==> config.mk <==
export PLATFORM = sky130hd
export DESIGN_NAME = adder64_sequencer
export DESIGN_NICKNAME = d
export VERILOG_FILES = /design/src/rtl/adder64_sequencer.sv
export SDC_FILE = /design/constraint.sdc
export NUM_CORES = 1
export LEC_CHECK = 0
export CORE_ASPECT_RATIO = 1.2
export CORE_MARGIN = 1.5
export CORE_UTILIZATION = 37
export CTS_BUF_LIST = sky130_fd_sc_hd__clkbuf_8
export CTS_CLUSTER_SIZE = 30
export DETAILED_ROUTE_END_ITERATION = 10
export DONT_BUFFER_PORTS = 1
export GPL_TIMING_DRIVEN = 0
export MAX_ROUTING_LAYER = met4
export SLEW_MARGIN = 40
export SYNTH_ARGS = -nofsm -noshare
export SYNTH_HDL_FRONTEND = slang
export SYNTH_SLANG_ARGS = --single-unit
export TNS_END_PERCENT = 1
==> constraint.sdc <==
create_clock -name clk_i -period 2.77 [get_ports clk_i]
set_clock_uncertainty 0.1 [all_clocks]
set_input_delay 0.554 -clock clk_i [delete_from_list [all_inputs] [get_ports clk_i]]
set_output_delay 0.554 -clock clk_i [all_outputs]
set_load 0.05 [all_outputs]
==> src/rtl/adder64_sequencer.sv <==
// rtl/adder64_sequencer.sv - 64-bit adder sequencer over one shared 32-bit adder; ADDSEQ_FLAGS_EN adds carry_o/ovf_o
module adder64_sequencer #(
  parameter int DATA_W = 32
) (
  input  logic                  clk_i,
  input  logic                  rst_ni,
  input  logic                  in_valid_i,
  output logic                  in_ready_o,
  input  logic [2*DATA_W-1:0]   a_i,
  input  logic [2*DATA_W-1:0]   b_i,
  output logic                  out_valid_o,
  input  logic                  out_ready_i,
  output logic [2*DATA_W-1:0]   sum_o,
`ifdef ADDSEQ_FLAGS_EN
  output logic                  carry_o,
  output logic                  ovf_o,
`endif
  output logic                  busy_o,
  output logic [DATA_W-1:0]     add_a_o,
  output logic [DATA_W-1:0]     add_b_o,
  input  logic [DATA_W-1:0]     add_sum_i
);

  typedef enum logic [2:0] {
    IDLE = 3'd0,
    LO   = 3'd1,
    HI   = 3'd2,
    INC  = 3'd3,
    DONE = 3'd4
  } state_t;

  state_t state_q, state_d;

  logic [2*DATA_W-1:0] a_q, b_q;
  logic [DATA_W-1:0]   sum_lo_q, sum_hi_q;
  logic                c_lo_q;
`ifdef ADDSEQ_FLAGS_EN
  logic                c_hi_q, c_inc_q;
`endif

  // State register; reset aborts whatever operation is in flight
  always_ff @(posedge clk_i or negedge rst_ni) begin
    if (!rst_ni) state_q <= IDLE;
    else         state_q <= state_d;
  end

  // Next-state and adder pin decode; adder is only driven in the three pass states
  always_comb begin
    state_d = state_q;
    add_a_o = '0;
    add_b_o = '0;
    case (state_q)
      IDLE: if (in_valid_i) state_d = LO;
      LO: begin
        add_a_o = a_q[DATA_W-1:0];
        add_b_o = b_q[DATA_W-1:0];
        state_d = HI;
      end
      HI: begin
        add_a_o = a_q[2*DATA_W-1:DATA_W];
        add_b_o = b_q[2*DATA_W-1:DATA_W];
        state_d = c_lo_q ? INC : DONE;
      end
      INC: begin
        add_a_o = sum_hi_q;
        add_b_o = {{(DATA_W-1){1'b0}}, 1'b1};
        state_d = DONE;
      end
      DONE: if (out_ready_i) state_d = IDLE;
      default: state_d = IDLE;
    endcase
  end

  // Operand capture and per-pass result/carry registers; carries derived by wrap-around compare
  always_ff @(posedge clk_i or negedge rst_ni) begin
    if (!rst_ni) begin
      a_q      <= '0;
      b_q      <= '0;
      sum_lo_q <= '0;
      sum_hi_q <= '0;
      c_lo_q   <= 1'b0;
`ifdef ADDSEQ_FLAGS_EN
      c_hi_q   <= 1'b0;
      c_inc_q  <= 1'b0;
`endif
    end else begin
      case (state_q)
        IDLE: if (in_valid_i) begin
          a_q <= a_i;
          b_q <= b_i;
        end
        LO: begin
          sum_lo_q <= add_sum_i;
          c_lo_q   <= (add_sum_i < a_q[DATA_W-1:0]);
        end
        HI: begin
          sum_hi_q <= add_sum_i;
`ifdef ADDSEQ_FLAGS_EN
          c_hi_q   <= (add_sum_i < a_q[2*DATA_W-1:DATA_W]);
          c_inc_q  <= 1'b0;
`endif
        end
        INC: begin
          sum_hi_q <= add_sum_i;
`ifdef ADDSEQ_FLAGS_EN
          c_inc_q  <= (sum_hi_q == {DATA_W{1'b1}});
`endif
        end
        default: ;
      endcase
    end
  end

  assign in_ready_o  = (state_q == IDLE);
  assign out_valid_o = (state_q == DONE);
  assign busy_o      = (state_q != IDLE);
  assign sum_o       = {sum_hi_q, sum_lo_q};

`ifdef ADDSEQ_FLAGS_EN
  assign carry_o = out_valid_o & (c_hi_q | c_inc_q);
  assign ovf_o   = out_valid_o & (a_q[2*DATA_W-1] == b_q[2*DATA_W-1])
                               & (sum_hi_q[DATA_W-1] != a_q[2*DATA_W-1]);
`endif

endmodule

==> impl_metrics.yaml <==
sta:
  finalCriticalPeriod_ns: 2.72
  worst_pin_slew_ns: 0.726
  finalCritPeriodShare_pct: 98.3
  hold_viol_final: 196
  fin_setup_tns_ns: 0
  setup_viol: 0
  rsz0062_at_grt: "true"
  drv_slew: 0
  holdWs_ns: -0.345
  max-slew-margin-rel_pct: 51.6
  fmax_ghz: 0.367
  setup_slack_ns: 0.0464
global_routing:
  grt_pass1_vias: 6932
  grt_pass1_wl_um: 42000
  track_usage_pct: 22.1
  antenna_found_initial: 1
  grt_max_degree: 197
  grt-ovfl-total: 0
clocking:
  clock_path_buffers: 2
  cts_max_level: 4
  clock-sinks: 196
  cts.clk_slew.worst_paths_ns: 0.11
  tritoncts: "built"
  clk_latency_ns: 0.48
  cts_root_buffer: "clkbuf_8"
  cts-buffers-inserted: 17
detailed_routing:
  routed_wl_um: 28100
  ant_nets: 0
  drtIter0Drc: 259
  drc: 0
  via_count: 6509
  routedWlPerCell_um: 23.0
  drt_pass1_iterations: 5
  via_per_inst: 5.32
yosys:
  synth-edff-count: 0
  synth_top_flop_cell: "dfrtp_1"
  yosysWarnings: 0
  synth-seq-area-share_pct: 52.2
  netlist_instances: 862
  synth_top_area_share_pct: 52.2
  syn_avg_cell_area_um2: 10.9
  synth_area_um2: 9400
  yosysMostFrequentCell: "nand2_1"
  synth_area_leaders: "dfrtp_1 (52%), mux2_2 (9.7%), nand2_1 (9.5%), mux2_4 (6.4%), ha_1 (4.1%)"
  synthTopCellsByCount: "nand2_1 (237), dfrtp_1 (196), mux2_2 (81)"
  synth_seq_cells: 196
  yosysTopAreaCell: "dfrtp_1"
  netlist-cell-type-count: 42
  synth_nets: 1057
  ys_async_sr_fraction_pct: 100
floorplan:
  core_area_um2: 24800
  die_h_um: 178
  design.portCount: 295
  initial_utilization_pct: 37.9
  core.rowCount: 63
  die_area_um2: 26400
  die_w_um: 149
outcome:
  outcome: "finished with violations"
  violations: "negative hold slack"
critical_path:
  crit_top_cell: "buf_6"
  cp_top_family: "buffers and inverters"
  slowest_delay_ns: 0.42
  worstPathCellList: "buf_6 -> buf_6 -> mux2_2 -> a22oi_1 -> nor2_4"
  cp.arrival_ns: 2.07
  ff2ff_path_depth: 8
  crit_buf_inv: 2
  r2r_slack_ns: 0.36
  startpoint_type: "flip-flop"
  worstPathRequired_ns: 2.12
  worst-path-max-fanout: 10
  reg2reg_from: "state_q[1]"
  critical_path_cell_count: 5
  criticalPathCategory: "reg2out"
  r2r_end: "a_q[29]"
  crit_path_end_kind: "output port"
  cpMaxStageDelayCell: "dfrtp_1"
power:
  leakage_nw: 5.04
  peakVddDrop_mv: 0.578
  p_per_area_nw_per_um2: 1510
run:
  maxCapViolCount: 0
min_path:
  worstHoldPathType: "in2async"
final_layout:
  seqCellArea_um2: 4900
  nets: 1080
  post-route-util_pct: 43.7
  multi_input_area_um2: 4550
  fillers: 2333
  drive_above_1_share_pct: 30.9
  syn_to_final_growth_pct: 15.5
placement:
  dp_hpwl_um: 20000
  portBuffers: 0
  place_ws_ns: -0.292
  gp_congestion: 0.799
kinds of logic (layout without fill, tap and decap cells):
| logic type | count (synthesis) | count (layout) | synth area share (%) |
|---|---|---|---|
| simple gates | 293 | 293 | 12.3 |
| fa+ha+maj | 31 | 31 | 4.13 |
| compound gates | 123 | 123 | 9.05 |
| other cells | 0 | 1 | 0 |
| mux | 130 | 130 | 17.2 |
| flops | 196 | 196 | 52.2 |
| buf+inv | 89 | 124 | 5.16 |
layout by cell type, fill, tap and decap left out, types with 3 or more instances in the layout:
| cell type | instances |
|---|---|
| a21oi_1 | 11 |
| a22o_4 | 30 |
| a22oi_1 | 30 |
| and2_1 | 3 |
| buf_12 | 6 |
| buf_2 | 13 |
| buf_4 | 12 |
| buf_6 | 5 |
| buf_8 | 4 |
| clkbuf_1 | 7 |
| clkbuf_2 | 3 |
| clkbuf_4 | 10 |
| clkbuf_8 | 18 |
| clkinv_2 | 3 |
| dfrtp_1 | 196 |
| ha_1 | 31 |
| inv_1 | 32 |
| inv_6 | 5 |
| mux2_1 | 8 |
| mux2_2 | 81 |
| mux2_4 | 40 |
| nand2_1 | 237 |
| nand2b_1 | 3 |
| nor2_4 | 31 |
| o21ai_0 | 36 |
worst max-delay path by stage:
stage	from	endpoint	slack [ns]
2_1_floorplan	state_q[0]	out_valid_o	0.16
3_3_place_gp	state_q[1]	add_b_o[0]	-0.44
3_5_place_dp	state_q[1]	add_b_o[20]	-0.29
4_1_cts	state_q[0]	add_a_o[15]	-0.08
5_1_grt	state_q[0]	add_a_o[8]	-0.07
6_report	state_q[0]	add_a_o[2]	0.05
area by class of cell:
cell class	instances	area share (%)
sequential	196	45.2
antenna	1	0.0230
clock buffer	18	2.28
multi-input combinational	577	41.8
clock inverter	13	1.14
tap	325	3.74
buffer	56	4.40
inverter	33	1.14
timing repair buffer	4	0.276
stage by stage:
step,cells,power (W),cell area (µm²)
final,1223,0.0164,10900
after global routing,1223,0.0174,10900
after global placement,1187,0.0136,9810
after CTS,1219,0.0165,10800
after detailed placement,1188,0.0139,9900
after floorplan,862,0.0122,9400
worst reg2reg max path, cell delays in order (launching register included):
cell	delay [ns]
dfrtp_1	0.44
or3_4	0.52
inv_2	0.27
and2_1	0.19
buf_6	0.13
buf_4	0.23
buf_4	0.27
nand2_1	0.12
o21ai_0	0.08
state kept, by name (all words and copies together) (netlist names):
register / flops
sum_hi_q: 32
sum_lo_q: 32
b_q: 64
state_q: 3
a_q: 64
c_lo_q: 1
power by group:
| group | leakage (nW) | switching [W] | internal (W) |
|---|---|---|---|
| sequential | 2.36 | 0.00266 | 0.00426 |
| clock | 0.188 | 0.00111 | 0.000748 |
| combinational | 2.50 | 0.00470 | 0.00297 |
| total | 5.04 | 0.00847 | 0.00798 |
what timing repair did:
item / in CTS / in global routing
gates cloned: 0 / 0
setup buffers: 0 / 3
pin swaps: 3 / 5
hold endpoints to repair: 196 / 196
resized for setup: 132 / 18
endpoints found under the setup margin: 62 / 59
layer usage:
layer,up-vias,share of wire (%),GRT usage [%]
li1,2977,-,-
met1,3234,42,26.5
met2,260,49,35.8
met3,38,8.1,7.20
met4,0,1.5,6.11
met5,-,0,-
(Power assumes the default switching activity.)
